--- src/rtl/fifo_depth_level_if.sv ---
// fifo_depth_level_if: ENQ/DEQ/CLR handshake bundle for fifo_depth_level.
//   master: producer/consumer side, drives D_IN, ENQ, DEQ, CLR.
//   slave : FIFO side, drives D_OUT, FULL_N, EMPTY_N, COUNT, ALMOST_FULL, ALMOST_EMPTY.
interface fifo_depth_level_if #(
    parameter int width    = 1,
    parameter int cntwidth = 3
);
    logic [width-1:0]    D_IN;
    logic                ENQ;
    logic                DEQ;
    logic                CLR;
    logic [width-1:0]    D_OUT;
    logic                FULL_N;
    logic                EMPTY_N;
    logic [cntwidth-1:0] COUNT;
    logic                ALMOST_FULL;
    logic                ALMOST_EMPTY;

    modport master (
        output D_IN, ENQ, DEQ, CLR,
        input  D_OUT, FULL_N, EMPTY_N, COUNT, ALMOST_FULL, ALMOST_EMPTY
    );

    modport slave (
        input  D_IN, ENQ, DEQ, CLR,
        output D_OUT, FULL_N, EMPTY_N, COUNT, ALMOST_FULL, ALMOST_EMPTY
    );
endinterface

--- src/rtl/fifo_depth_level.sv ---
// fifo_depth_level: parametrised-depth FIFO with occupancy count and almost-full/almost-empty flags.
//   CLK   : clock, all state updates on the rising edge.
//   RST_N : asynchronous active-low reset.
//   f     : slave side of fifo_depth_level_if (D_IN/ENQ/DEQ/CLR in; D_OUT, FULL_N, EMPTY_N,
//           COUNT, ALMOST_FULL, ALMOST_EMPTY out). All flags are registered.
module fifo_depth_level #(
    parameter int width        = 1,
    parameter int depth        = 4,
    parameter int cntwidth     = 3,
    parameter int afull_level  = 3,
    parameter int aempty_level = 1,
    parameter bit guarded      = 1'b1
) (
    input logic CLK,
    input logic RST_N,
    fifo_depth_level_if.slave f
);
    localparam int pw = $clog2(depth);

`ifndef SYNTHESIS
    if (depth < 2 || (2 ** cntwidth) <= depth || afull_level < 1 || afull_level > depth ||
        aempty_level < 0 || aempty_level >= depth) begin : g_bad_params
        $fatal(1, "fifo_depth_level: illegal parameter combination");
    end
`endif

    logic [width-1:0]    mem [depth];
    logic [pw-1:0]       head_q, head_d, tail_q, tail_d;
    logic [cntwidth-1:0] count_q, count_d;
    logic                full_n_q, full_n_d, empty_n_q, empty_n_d;
    logic                afull_q, afull_d, aempty_q, aempty_d;
    logic                enq_acc, deq_acc, wr_en;

    // Pointers wrap explicitly at depth-1 so non-power-of-two depths never alias.
    function automatic logic [pw-1:0] inc(input logic [pw-1:0] p);
        return (p == pw'(depth - 1)) ? '0 : p + pw'(1);
    endfunction

    always_comb begin
        deq_acc   = f.DEQ && empty_n_q;
        // Unguarded: a simultaneous dequeue frees the slot the enqueue takes while full.
        enq_acc   = f.ENQ && (full_n_q || (!guarded && f.DEQ && empty_n_q));
        wr_en     = enq_acc && !f.CLR;
        head_d    = f.CLR ? '0 : deq_acc ? inc(head_q) : head_q;
        tail_d    = f.CLR ? '0 : enq_acc ? inc(tail_q) : tail_q;
        count_d   = f.CLR ? '0 : count_q + cntwidth'(enq_acc) - cntwidth'(deq_acc);
        full_n_d  = count_d != cntwidth'(depth);
        empty_n_d = count_d != '0;
        afull_d   = count_d >= cntwidth'(afull_level);
        aempty_d  = count_d <= cntwidth'(aempty_level);
    end

    always_ff @(posedge CLK or negedge RST_N) begin
        if (!RST_N) begin
            head_q    <= '0;
            tail_q    <= '0;
            count_q   <= '0;
            full_n_q  <= 1'b1;
            empty_n_q <= 1'b0;
            afull_q   <= 1'b0;
            aempty_q  <= 1'b1;
        end else begin
            head_q    <= head_d;
            tail_q    <= tail_d;
            count_q   <= count_d;
            full_n_q  <= full_n_d;
            empty_n_q <= empty_n_d;
            afull_q   <= afull_d;
            aempty_q  <= aempty_d;
        end
    end

    // Storage is deliberately not reset.
    always_ff @(posedge CLK) begin
        if (wr_en) mem[tail_q] <= f.D_IN;
    end

    assign f.D_OUT        = mem[head_q];
    assign f.FULL_N       = full_n_q;
    assign f.EMPTY_N      = empty_n_q;
    assign f.COUNT        = count_q;
    assign f.ALMOST_FULL  = afull_q;
    assign f.ALMOST_EMPTY = aempty_q;

`ifndef SYNTHESIS
    always_ff @(posedge CLK) begin
        if (RST_N && f.DEQ && !empty_n_q) $warning("Dequeuing from empty fifo");
        if (RST_N && f.ENQ && !full_n_q && (!f.DEQ || guarded)) $warning("Enqueuing to a full fifo");
    end
`endif
endmodule

--- src/flat_wrapper.sv ---
// flat-port wrapper written by rule: the top's interface ports become plain ports
module fifo_depth_level_flat 
#(
    parameter int width        = 1,
    parameter int depth        = 4,
    parameter int cntwidth     = 3,
    parameter int afull_level  = 3,
    parameter int aempty_level = 1,
    parameter bit guarded      = 1'b1
)
  (CLK, RST_N, f_D_IN, f_ENQ, f_DEQ, f_CLR, f_D_OUT, f_FULL_N, f_EMPTY_N, f_COUNT, f_ALMOST_FULL, f_ALMOST_EMPTY);
  fifo_depth_level_if #(.width(width), .cntwidth(cntwidth)) f_i ();
  input logic CLK;
  input logic RST_N;
  input wire logic [$bits(f_i.D_IN)-1:0] f_D_IN;
  input wire logic [$bits(f_i.ENQ)-1:0] f_ENQ;
  input wire logic [$bits(f_i.DEQ)-1:0] f_DEQ;
  input wire logic [$bits(f_i.CLR)-1:0] f_CLR;
  output wire logic [$bits(f_i.D_OUT)-1:0] f_D_OUT;
  output wire logic [$bits(f_i.FULL_N)-1:0] f_FULL_N;
  output wire logic [$bits(f_i.EMPTY_N)-1:0] f_EMPTY_N;
  output wire logic [$bits(f_i.COUNT)-1:0] f_COUNT;
  output wire logic [$bits(f_i.ALMOST_FULL)-1:0] f_ALMOST_FULL;
  output wire logic [$bits(f_i.ALMOST_EMPTY)-1:0] f_ALMOST_EMPTY;
  assign f_i.D_IN = f_D_IN;
  assign f_i.ENQ = f_ENQ;
  assign f_i.DEQ = f_DEQ;
  assign f_i.CLR = f_CLR;
  assign f_D_OUT = f_i.D_OUT;
  assign f_FULL_N = f_i.FULL_N;
  assign f_EMPTY_N = f_i.EMPTY_N;
  assign f_COUNT = f_i.COUNT;
  assign f_ALMOST_FULL = f_i.ALMOST_FULL;
  assign f_ALMOST_EMPTY = f_i.ALMOST_EMPTY;
  fifo_depth_level #(.width(width), .depth(depth), .cntwidth(cntwidth), .afull_level(afull_level), .aempty_level(aempty_level), .guarded(guarded)) u_core (.CLK(CLK), .RST_N(RST_N), .f(f_i));
endmodule
--- config.mk ---
export PLATFORM = sky130hd
export DESIGN_NAME = fifo_depth_level_flat
export DESIGN_NICKNAME = d
export VERILOG_FILES = /design/src/rtl/fifo_depth_level_if.sv /design/src/rtl/fifo_depth_level.sv /design/src/flat_wrapper.sv
export SDC_FILE = /design/constraint.sdc
export NUM_CORES = 1
export LEC_CHECK = 0
export ABC_AREA = 1
export CAP_MARGIN = 30
export CORE_UTILIZATION = 49
export DETAILED_ROUTE_END_ITERATION = 6
export PLACE_DENSITY = 0.73
export SLEW_MARGIN = 20
export SYNTH_ARGS = -nofsm -noshare
export SYNTH_HDL_FRONTEND = slang
export SYNTH_SLANG_ARGS = --single-unit
--- constraint.sdc ---
create_clock -name CLK -period 2.5 [get_ports CLK]
set_input_delay 0.25 -clock CLK [delete_from_list [all_inputs] [get_ports CLK]]
set_output_delay 0.25 -clock CLK [all_outputs]
set_load 0.02 [all_outputs]
==> results of run 1 <==
[registers in the layout (all words and copies together), names as in the netlist]
| register | flops |
|---|---|
| u_core.tail_q | 2 |
| u_core.f.COUNT | 3 |
| u_core.head_q | 2 |
| u_core.mem | 4 |
| u_core.f.ALMOST_EMPTY | 1 |
| u_core.f.EMPTY_N | 1 |
| u_core.f.FULL_N | 1 |
| u_core.f.ALMOST_FULL | 1 |
[critical path: cells and delay by family (launching register included)]
kind,cells,cell delay [ps]
buf+inv,3,140
fa+ha+maj,3,930
simple gates,4,430
flops,1,380
[where the power goes]
group	internal, W	switching (W)	total, W	leakage [nW]
logic	0.000197	0.000265	0.000462	0.279
registers	0.000325	0.0000387	0.000364	0.174
clock network	0.0000619	0.0000732	0.000135	0.0150
[logic make-up (layout without fill, tap and decap cells)]
logic type	after synthesis	after routing	synth area share (%)
flip-flops	15	15	51.96
AND/OR/NAND/NOR	32	32	18.63
AO/OA/AOI/OAI	7	7	5.554
buffers and inverters	20	37	9.804
adder cells (fa/ha/maj)	8	8	14.05
[routing by layer]
| metal | GRT usage (%) | vias up | part of all wire [%] |
|---|---|---|---|
| met5 | 0 | - | 0 |
| met4 | 11.61 | 0 | 2.9 |
| met3 | 2.609 | 4 | 5.3 |
| met2 | 25.62 | 19 | 44 |
| met1 | 21.68 | 261 | 48 |
| li1 | - | 286 | - |
[through the flow]
| stage | instances | setup slack (ps) | utilization [%] |
|---|---|---|---|
| after CTS | 114 | 504.4 | 68.05 |
| after global routing | 114 | 349.4 | 68.05 |
| final | 114 | 503.7 | 68.05 |
| after floorplan | 82 | 550.5 | - |
| after detailed placement | 110 | 237.8 | 66.15 |
| after global placement | 110 | 241.6 | 66.15 |
[layout make-up]
class                           count  area, µm²
Fill cell                         110      441.7
Sequential cell                    15      397.9
Multi-Input combinational cell     47      292.8
Timing Repair Buffer               13      130.1
Inverter                           20      75.07
Clock buffer                        4      26.28
Tap cell                           15      18.77
[final timing paths]
check | start | to | slack (ps) | cells after the start
setup reg to reg | u_core.f.EMPTY_N | u_core.f.EMPTY_N | 500 | 10
setup / recovery | u_core.f.EMPTY_N | u_core.f.EMPTY_N | 500 | 10
hold reg to reg | u_core.head_q[1] | u_core.head_q[1] | 590 | 2
min in group CLK | u_core.head_q[1] | u_core.head_q[1] | 590 | 2
hold / removal | RST_N | u_core.f.ALMOST_FULL | 300 | 1
max in group asynchronous | RST_N | u_core.f.ALMOST_EMPTY | 1850 | 1
[cell usage in the layout, fill, tap and decap left out]
| cell | synthesis | routed |
|---|---|---|
| sky130_fd_sc_hd__nand3_1 | 2 | 2 |
| sky130_fd_sc_hd__nand3_2 | 2 | 2 |
| sky130_fd_sc_hd__nand2_2 | 1 | 1 |
| sky130_fd_sc_hd__nor2_2 | 2 | 2 |
| sky130_fd_sc_hd__o22ai_1 | 2 | 2 |
| sky130_fd_sc_hd__o21ai_0 | 3 | 3 |
| sky130_fd_sc_hd__a211oi_1 | 2 | 2 |
| sky130_fd_sc_hd__clkbuf_1 | 0 | 1 |
| sky130_fd_sc_hd__ha_1 | 7 | 7 |
| sky130_fd_sc_hd__edfxtp_1 | 4 | 4 |
| sky130_fd_sc_hd__nor2_1 | 10 | 10 |
| sky130_fd_sc_hd__fa_1 | 1 | 1 |
| sky130_fd_sc_hd__nand2_1 | 15 | 15 |
| sky130_fd_sc_hd__dfstp_2 | 2 | 2 |
| sky130_fd_sc_hd__inv_1 | 17 | 17 |
| sky130_fd_sc_hd__clkdlybuf4s50_1 | 0 | 13 |
| sky130_fd_sc_hd__clkbuf_4 | 0 | 3 |
| sky130_fd_sc_hd__inv_2 | 3 | 3 |
| sky130_fd_sc_hd__dfrtp_1 | 9 | 9 |
==> summary.json, run 1 <==
{
  "floorplanning": {
    "initial_utilization_pct": 55.38,
    "die_h_um": 41.53,
    "core_footprint_mm2": 0.001383,
    "floorplan.die.width_um": 41.53,
    "row_count": 13,
    "num_io_pins": 14,
    "floorplan.die_area_mm2": 0.001725
  },
  "timing": {
    "post-route-period-util_pct": 79.85,
    "timing.clock.skew_ps": 1.359,
    "hold_viol": 0,
    "slew_headroom_pct": 66.63,
    "period_minus_slack_ps": 1996,
    "report.final.slew_viol_count": 0,
    "worstMarginPinSlew_ps": 499.0,
    "final.setup.tns_ps": 0,
    "final-setup-viol-count": 0,
    "hold_ws_ps": 298.9,
    "setup_repair_after_global_routing_missed_its_margin": "false",
    "max_clock_freq_ghz": 0.5009
  },
  "synthesis": {
    "synth.area.top_cells": "sky130_fd_sc_hd__dfrtp_1 29%, sky130_fd_sc_hd__edfxtp_1 16%, sky130_fd_sc_hd__ha_1 11%",
    "synth_cell_types": 16,
    "ys_seq_elements": 15,
    "synth_commonest_cells": "17 x sky130_fd_sc_hd__inv_1, 15 x sky130_fd_sc_hd__nand2_1, 10 x sky130_fd_sc_hd__nor2_1, 9 x sky130_fd_sc_hd__dfrtp_1, 7 x sky130_fd_sc_hd__ha_1",
    "syn_inst": 82,
    "synth.largest_area_cell": "sky130_fd_sc_hd__dfrtp_1",
    "syn_area_per_cell_um2": 9.338,
    "synth_cell_area_um2": 765.7,
    "synth.yosys.warnings": 0,
    "synth_fp_nets": 96,
    "yosysSeqAreaShare_pct": 51.96,
    "asr_flop_ratio_synth_pct": 73.33,
    "synth.most_common_cell": "sky130_fd_sc_hd__inv_1",
    "main_synth_ff_type": "sky130_fd_sc_hd__dfrtp_1",
    "post-synth-top-area-fraction_pct": 29.41,
    "synth_edf_count": 4
  },
  "final_layout": {
    "area_delta_synth_final_pct": 22.88,
    "n_antenna_cell": 0,
    "fraction_of_final_layout_cells_sized_beyond_drive_strength_1_pct": 13.13,
    "final_cell_area_um2": 940.9,
    "nets": 114
  },
  "placed_design": {
    "dp.final_hpwl_um": 907.8,
    "port-buffer-count": 13,
    "dpl_cell_area_um2": 914.6,
    "routabilityCongestion": 0.7317
  },
  "cts": {
    "hold_buffers": 0,
    "tritoncts_buffer_count": 3,
    "cts_repair_resize_count": 0,
    "cts.sink_count": 15,
    "htreeDepth": 1,
    "clock_tree.buffer_depth": 2,
    "cts.clk_slew.worst_paths_ps": 80,
    "root_buffer": "sky130_fd_sc_hd__clkbuf_4",
    "clk_latency_ps": 280,
    "tritoncts_clock_tree": "done",
    "post_cts_buffers": 0
  },
  "power": {
    "vdd_drop_max_mv": 0.4769,
    "power_w": 0.0009605,
    "p_leak_nw": 0.4677,
    "power_per_standard_cell_area_mw_per_mm2": 1021
  },
  "setup_path": {
    "worstPathMaxFanout": 5,
    "timing.critical_path.slowest_cell_delay_ps": 480,
    "critical_path_at_ps": 2170,
    "timing.critical_path.slowest_stage_cell": "sky130_fd_sc_hd__fa_1",
    "timing_worst_setup_path_type": "reg2reg",
    "cp-end-kind": "register",
    "critPathLaunchType": "register",
    "critical_path.cell_chain": "nand2_1, inv_1, ha_1, inv_1, ha_1, fa_1, nand2_2, inv_2, nor2_2, nand2_1",
    "worst-endpoint-required_ps": 2670
  },
  "route": {
    "drc": 0,
    "first_pass_iteration_count_of_the_detailed_router": 4,
    "via_count": 570,
    "number_of_nets_with_antenna_violations_after_routing": 0,
    "first_iter_violations": 7,
    "post_drt_wl_per_cell_um": 10.22,
    "drt-total-wl_mm": 1.165,
    "avgViaCountPerCell": 5.000
  },
  "global_route": {
    "global_route_wire_length_before_repair_mm": 2.125,
    "number_of_global_route_vias_before_repair": 540,
    "globalRoute.totalOverflow": 0,
    "maximum_number_of_pins_on_one_net_before_global_route_repair": 12,
    "groute.usage.overall_pct": 16.74,
    "number_of_antenna_violations_at_the_first_check_in_global_routing": 0
  },
  "status": {
    "run_status": "completed"
  },
  "min_path": {
    "min-delay-path-class": "in2async"
  },
  "job": {
    "max_cap_violations": 0
  }
}
No activity file was read; power rests on OpenSTA's default activity.
==> run 2: changes to the inputs <==
clock period = 2 ns   (was 2.5 ns; I/O delays follow)
==> run 2 against run 1 <==
Die area stayed put. Combinational power is 30% higher. Hold slack got worse by 60 ps. Critical path depth is the same. Register-to-register slack got worse by 390 ps. Critical endpoint unchanged. Largest cell class unchanged. Largest power group unchanged.
==> summary.json, run 2 (synthesis results as in run 1) <==
{
  "status": {
    "run_status": "completed"
  },
  "timing": {
    "worstMarginPinSlew_ps": 504.0,
    "post-route-worst-setup-slack_ps": 116.5,
    "timing.clock.skew_ps": 2.274,
    "post-route-period-util_pct": 94.18,
    "final-setup-viol-count": 0,
    "final.setup.tns_ps": 0,
    "report.final.slew_viol_count": 0,
    "max_clock_freq_ghz": 0.5309,
    "setup_repair_after_global_routing_missed_its_margin": "false",
    "slew_headroom_pct": 66.29,
    "hold_ws_ps": 238.7,
    "hold_viol": 0,
    "period_minus_slack_ps": 1884
  },
  "floorplanning": {
    "core_footprint_mm2": 0.001383,
    "row_count": 13,
    "floorplan.die_area_mm2": 0.001725,
    "initial_utilization_pct": 55.38,
    "die_h_um": 41.53,
    "num_io_pins": 14,
    "floorplan.die.width_um": 41.53
  },
  "route": {
    "number_of_nets_with_antenna_violations_after_routing": 0,
    "via_count": 546,
    "first_iter_violations": 5,
    "post_drt_wl_per_cell_um": 10.48,
    "avgViaCountPerCell": 4.707,
    "drc": 0,
    "drt-total-wl_mm": 1.216,
    "first_pass_iteration_count_of_the_detailed_router": 3
  },
  "final_layout": {
    "multiInputGateArea_um2": 297.8,
    "final-seq-area_um2": 397.9,
    "most_frequent_standard_cell_in_the_layout_excluding_fill_and_tap_cells": "sky130_fd_sc_hd__inv_1",
    "nets": 116,
    "most_frequent_cells_in_the_layout": "17 x sky130_fd_sc_hd__inv_1, 15 x sky130_fd_sc_hd__nand2_1, 13 x sky130_fd_sc_hd__clkdlybuf4s50_1",
    "final-instance-count-excl-fill": 116,
    "fillers": 108,
    "largest_reg_flops": 4,
    "n_antenna_cell": 0,
    "final_core_util_pct": 69.59,
    "top_register": "u_core.mem",
    "fraction_of_final_layout_cells_sized_beyond_drive_strength_1_pct": 16.83,
    "area_delta_synth_final_pct": 25.65
  },
  "global_route": {
    "globalRoute.totalOverflow": 0,
    "number_of_global_route_vias_before_repair": 516,
    "global_route_wire_length_before_repair_mm": 2.125,
    "maximum_number_of_pins_on_one_net_before_global_route_repair": 12,
    "number_of_antenna_violations_at_the_first_check_in_global_routing": 0,
    "groute.usage.overall_pct": 16.90
  },
  "cts": {
    "tritoncts_buffer_count": 3,
    "cts.clk_slew.worst_paths_ps": 90,
    "cts.sink_count": 15,
    "clk_latency_ps": 290,
    "root_buffer": "sky130_fd_sc_hd__clkbuf_4",
    "tritoncts_clock_tree": "done",
    "post_cts_buffers": 0,
    "htreeDepth": 1,
    "cts_repair_resize_count": 0,
    "clock_tree.buffer_depth": 2,
    "hold_buffers": 0
  },
  "power": {
    "p_leak_nw": 0.4820,
    "vdd_drop_max_mv": 0.6820,
    "power_per_standard_cell_area_mw_per_mm2": 1281
  },
  "setup_path": {
    "critPathLaunchType": "register",
    "worstPathMaxFanout": 2,
    "crit-reg2reg-launch": "u_core.f.EMPTY_N",
    "critical_path_at_ps": 2070,
    "worst_setup_path_startpoint": "u_core.f.EMPTY_N",
    "timing_worst_setup_path_type": "reg2reg",
    "worst-endpoint-required_ps": 2190,
    "cp-end-kind": "register",
    "reg2regPathDepth": 10
  },
  "placed_design": {
    "routabilityCongestion": 0.7581,
    "numPlacedInstances": 112,
    "port-buffer-count": 13,
    "pre_cts_setup_slack_ps": -132.0,
    "dp.final_hpwl_um": 960.6
  },
  "min_path": {
    "min-delay-path-class": "in2async"
  },
  "job": {
    "max_cap_violations": 0
  }
}
==> run 2: cell count changes in the layout (fill, tap and decap cells not counted) <==
cell | previous run | this run
sky130_fd_sc_hd__clkbuf_1 | 1 | 0
sky130_fd_sc_hd__buf_4 | 0 | 2
sky130_fd_sc_hd__nand3_1 | 2 | 1
sky130_fd_sc_hd__nand3_2 | 2 | 3
sky130_fd_sc_hd__clkinv_2 | 0 | 1
==> run 2: power breakdown <==
group          internal, W  total [W]  leakage [nW]  switching, W
Sequential        0.000406   0.000458         0.174     0.0000513
Clock            0.0000745   0.000175        0.0177      0.000100
Combinational     0.000267   0.000600         0.290      0.000333
==> run 2: routing by layer <==
metal | share of wire [%] | GRT usage (%) | vias up | wire [µm]
met3 | 6.4 | 6.957 | 3 | 78
met2 | 46 | 27.19 | 15 | 562
met1 | 46 | 19.54 | 239 | 556
li1 | - | - | 289 | -
met5 | 0 | 0 | - | 0
met4 | 1.6 | 7.742 | 0 | 19
==> run 2: through the flow <==
step,total power [W],instance area [µm²]
after floorplan,0.0008352,765.7
after global placement,0.001046,929.6
after detailed placement,0.001066,929.6
after CTS,0.001241,957.2
after global routing,0.001332,962.2
final,0.001233,962.2
==> run 2: final timing paths <==
check | end | slack [ps]
worst max register to register | u_core.f.EMPTY_N | 120
worst max-delay path | u_core.f.EMPTY_N | 120
worst min register to register | u_core.head_q[1] | 590
worst min-delay path | u_core.head_q[0] | 240
min in group CLK | u_core.mem[2] | 540
max in group asynchronous | u_core.f.FULL_N | 1400
==> run 2: cell type report <==
cell class	count	area share (%)
multi-input combinational	47	30.95
timing repair buffer	15	15.08
tap	15	1.951
inverter	20	7.802
clock buffer	3	2.341
sequential	15	41.35
clock inverter	1	0.5202
==> run 2: worst max-delay path, cell delays in order (launching register included) <==
cell and delay, ps:
sky130_fd_sc_hd__dfrtp_1 380, sky130_fd_sc_hd__nand2_1 80, sky130_fd_sc_hd__inv_1 50, sky130_fd_sc_hd__ha_1 260, sky130_fd_sc_hd__inv_1 40, sky130_fd_sc_hd__ha_1 190
sky130_fd_sc_hd__fa_1 470, sky130_fd_sc_hd__nand2_2 100, sky130_fd_sc_hd__inv_2 40, sky130_fd_sc_hd__nor2_2 100, sky130_fd_sc_hd__nand2_1 70
==> run 3: changes to the inputs <==
SKIP_LAST_GASP = 1   (was not set)
==> results of run 3 <==
Final layout, timing and power as in run 2 (identical DEF).
==> variant 1, RTL diff (flow settings as in run 1) <==
`cntwidth` is set to 3 in 3 places; all go to 6.
--- a/src/rtl/fifo_depth_level_if.sv
+++ b/src/rtl/fifo_depth_level_if.sv
@@ -4,5 +4,5 @@
 interface fifo_depth_level_if #(
     parameter int width    = 1,
-    parameter int cntwidth = 3
+    parameter int cntwidth = 6
 );
     logic [width-1:0]    D_IN;
--- a/src/rtl/fifo_depth_level.sv
+++ b/src/rtl/fifo_depth_level.sv
@@ -7,5 +7,5 @@
     parameter int width        = 1,
     parameter int depth        = 4,
-    parameter int cntwidth     = 3,
+    parameter int cntwidth     = 6,
     parameter int afull_level  = 3,
     parameter int aempty_level = 1,
--- a/src/flat_wrapper.sv
+++ b/src/flat_wrapper.sv
@@ -4,5 +4,5 @@
     parameter int width        = 1,
     parameter int depth        = 4,
-    parameter int cntwidth     = 3,
+    parameter int cntwidth     = 6,
     parameter int afull_level  = 3,
     parameter int aempty_level = 1,
Interface: changed (resized f_COUNT); port bits go from 14 to 17. The function was not compared with the original's and may differ.
==> variant 1 against run 1 <==
- setup slack lost 0.14 ns
- global-route usage up 2.7 points
- die area grew 40%
- core utilization down 3.1 points
- area after synthesis is 42% higher
- worst hold slack better by 0.052 ns
- power rose by 66%
- design area rose by 40%
- sequential cell count increased by 3
- cell count is 50% higher
- wire length up 70%
- sequential share of layout area is 6.3 points lower
- critical endpoint is now u_core.f.ALMOST_EMPTY
==> variant 1: results <==
{
  "status": "finished, final reports clean",
  "grt_pass1_vias": 781,
  "synth_compound_area_share_pct": 5.41,
  "reg2reg_depth": 11,
  "routed_wl_mm": 1.98,
  "drive_gt1_share_pct": 13.2,
  "synth_xor_area_share_pct": 0.806,
  "grt.met2_usage_pct": 29.5,
  "p_per_area_nw_per_um2": 1210,
  "clk_pin_slew_ns": 0.10,
  "power.leakage_nw": 0.651,
  "grt_use_met3_pct": 1.87,
  "hpwl_mm": 1.58,
  "slowest_delay_ns": 0.51,
  "met1_usage_pct": 26.8,
  "fin_hold_ws_ns": 0.351,
  "worst_clock_skew_ns": 0.000709,
  "via_per_inst": 4.88,
  "dp_slack_ns": 0.0692,
  "dr.first_iter.drc_count": 10,
  "ys_top_cells_by_area": "dfrtp_1, ha_1, edfxtp_1",
  "vias": 834,
  "place_area_um2": 1290,
  "synth_fa_ha_area_share_pct": 14.5,
  "wl_met1_um": 995,
  "avgSynthCellArea_um2": 8.83,
  "grt.total_usage_pct": 19.4,
  "yosysUniqueCellTypes": 25,
  "postSynth.asyncResetShare_pct": 77.8,
  "synth_seq_area_share_pct": 43.5
}
-- variant 1: changes by cell type in the layout (fill, tap and decap cells not counted), moves of 3 or more --
cell / delta
ha_1: +4
dfrtp_1: +3
inv_2: -3
a21oi_1: +3
nand4_1: +3
inv_1: +11
nand2_1: +3
nand3_2: +3
clkdlybuf4s50_1: +3
nand3_1: +3
-- variant 1: cell type report --
| class | count | area [µm²] |
|---|---|---|
| Timing Repair Buffer | 17 | 168 |
| Fill cell | 161 | 708 |
| Inverter | 30 | 116 |
| Sequential cell | 18 | 473 |
| Tap cell | 27 | 33.8 |
| Multi-Input combinational cell | 75 | 497 |
| Clock buffer | 4 | 26.3 |
-- variant 1: where the power goes --
part | leakage (nW) | switching [mW] | internal, mW | total [mW]
Clock | 0.0150 | 0.0882 | 0.0621 | 0.150
Sequential | 0.207 | 0.0559 | 0.391 | 0.447
Combinational | 0.429 | 0.596 | 0.400 | 0.996
==> variant 2, RTL diff (flow settings as in run 1) <==
Without the edit above. `guarded` is set to 1'b1 in 2 places; all go to 1'b0.
--- a/src/rtl/fifo_depth_level.sv
+++ b/src/rtl/fifo_depth_level.sv
@@ -10,5 +10,5 @@
     parameter int afull_level  = 3,
     parameter int aempty_level = 1,
-    parameter bit guarded      = 1'b1
+    parameter bit guarded      = 1'b0
 ) (
     input logic CLK,
--- a/src/flat_wrapper.sv
+++ b/src/flat_wrapper.sv
@@ -7,5 +7,5 @@
     parameter int afull_level  = 3,
     parameter int aempty_level = 1,
-    parameter bit guarded      = 1'b1
+    parameter bit guarded      = 1'b0
 )
   (CLK, RST_N, f_D_IN, f_ENQ, f_DEQ, f_CLR, f_D_OUT, f_FULL_N, f_EMPTY_N, f_COUNT, f_ALMOST_FULL, f_ALMOST_EMPTY);
Function: changed (Yosys sat finds a counterexample within 10 cycles, from zero or initial values and one cycle with RST_N low).
==> variant 2 against run 1 <==
- critical endpoint unchanged
- power grew 1.6%
- first-iteration DRC count grew 43%
- setup slack gained 0.0053 ns
- design area grew 1.9%
- count of clock-buffer cells in the layout is the same
- core utilization shrank 4.4 points
- sequential cell count is the same
- area after synthesis grew 2.1%
- worst hold slack lost 0.0085 ns
- wire length grew 4.2%
- critical path type is now primary input to register
- die area grew 2.0%
==> variant 2: results <==
{
  "grt_pass1_wl_mm": 2.19,
  "hpwl_um": 956,
  "ys_top_cells_by_area": "dfrtp_1, edfxtp_1, ha_1",
  "ir_worst_vdd_v": 0.000505,
  "synth_seq_area_share_pct": 50.9,
  "syn_nets": 99,
  "status": "finished, final reports clean",
  "r2r_end": "u_core.f.EMPTY_N",
  "via_per_inst": 4.78,
  "num-fill-cells": 118,
  "firstDrtPassIters": 2,
  "drive_gt1_share_pct": 10.8,
  "worst_clock_skew_ns": 0.00195,
  "grt.total_usage_pct": 17.0,
  "gp_congestion": 0.725,
  "max_slew.worst_pin.slew_ns": 0.481,
  "fin_hold_ws_ns": 0.290,
  "critPathMaxFanout": 6,
  "r2r_slack_ns": 0.52,
  "postSynth.asyncResetShare_pct": 73.3,
  "yosysUniqueCellTypes": 16,
  "dr.first_iter.drc_count": 10,
  "power.leakage_nw": 0.482,
  "r2r-start": "u_core.f.EMPTY_N",
  "fin_nets": 117,
  "grt_pass1_vias": 550,
  "slowest_stage": "fa_1"
}
## variant 2: changes by cell type in the layout (fill, tap and decap cells not counted)
cell	change
inv_1	+2
nand2_1	-1
o22ai_1	-1
nand3_2	-2
nor2_2	-1
nor2_1	+3
nand2_2	+2
nand3_1	+3
inv_2	-2
o21ai_0	-1
a21boi_4	+1
## variant 2: cell type report
class / instances / area share (%)
Clock buffer: 4 / 2.74
Multi-Input combinational cell: 50 / 32.2
Timing Repair Buffer: 13 / 13.6
Tap cell: 16 / 2.09
Inverter: 20 / 7.83
Sequential cell: 15 / 41.5
## variant 2: cells by family after synthesis
family	after synthesis	synth area share, %
and+or+nand+nor	36	19.4
buffers and inverters	20	9.60
DFF	15	50.9
adders and majority gates	8	13.8
AOI/OAI and AO/OA	6	6.40
## variant 2: critical path: cells and delay by family
family | cells | cell delay, ns
adder cells (fa/ha/maj) | 3 | 0.92
buffers and inverters | 4 | 0.58
AND/OR/NAND/NOR | 4 | 0.40
## variant 2: worst max path at each step
stage                       end             start  cells after the start  slack [ns]
2_1_floorplan  u_core.f.EMPTY_N  u_core.f.EMPTY_N                     10        0.53
3_3_place_gp   u_core.f.EMPTY_N             f_DEQ                     11        0.23
3_5_place_dp   u_core.f.EMPTY_N             f_DEQ                     11        0.21
4_1_cts        u_core.f.EMPTY_N             f_DEQ                     11        0.51
5_1_grt        u_core.f.EMPTY_N  u_core.f.EMPTY_N                     10        0.36
6_report       u_core.f.EMPTY_N             f_DEQ                     11        0.51
## variant 2: report_power, final
| part | switching [mW] | total, mW | internal [mW] |
|---|---|---|---|
| sequential | 0.0422 | 0.369 | 0.327 |
| clock | 0.0723 | 0.134 | 0.0620 |
| combinational | 0.270 | 0.473 | 0.203 |
| total | 0.385 | 0.976 | 0.592 |
## variant 2: layer usage
layer | vias up | wire (µm) | part of all wire (%) | track usage, %
li1 | 293 | - | - | -
met1 | 257 | 583 | 48 | 20.6
met2 | 11 | 559 | 46 | 27.8
met3 | 3 | 52 | 4.3 | 5.22
met4 | 0 | 17 | 1.4 | 7.74
met5 | - | 0 | 0 | 0
## variant 2: through the flow
stage               util [%]  total power, mW  worst slack, ns  std cells  cell area [µm²]
floorplan                  -            0.679            0.532         85              782
global placement        61.9            0.836            0.232        114              932
detailed placement      61.9            0.849            0.208        114              932
CTS                     63.6            0.986            0.506        118              958
global route            63.6             1.06            0.361        118              958
finish                  63.6            0.976            0.509        118              958
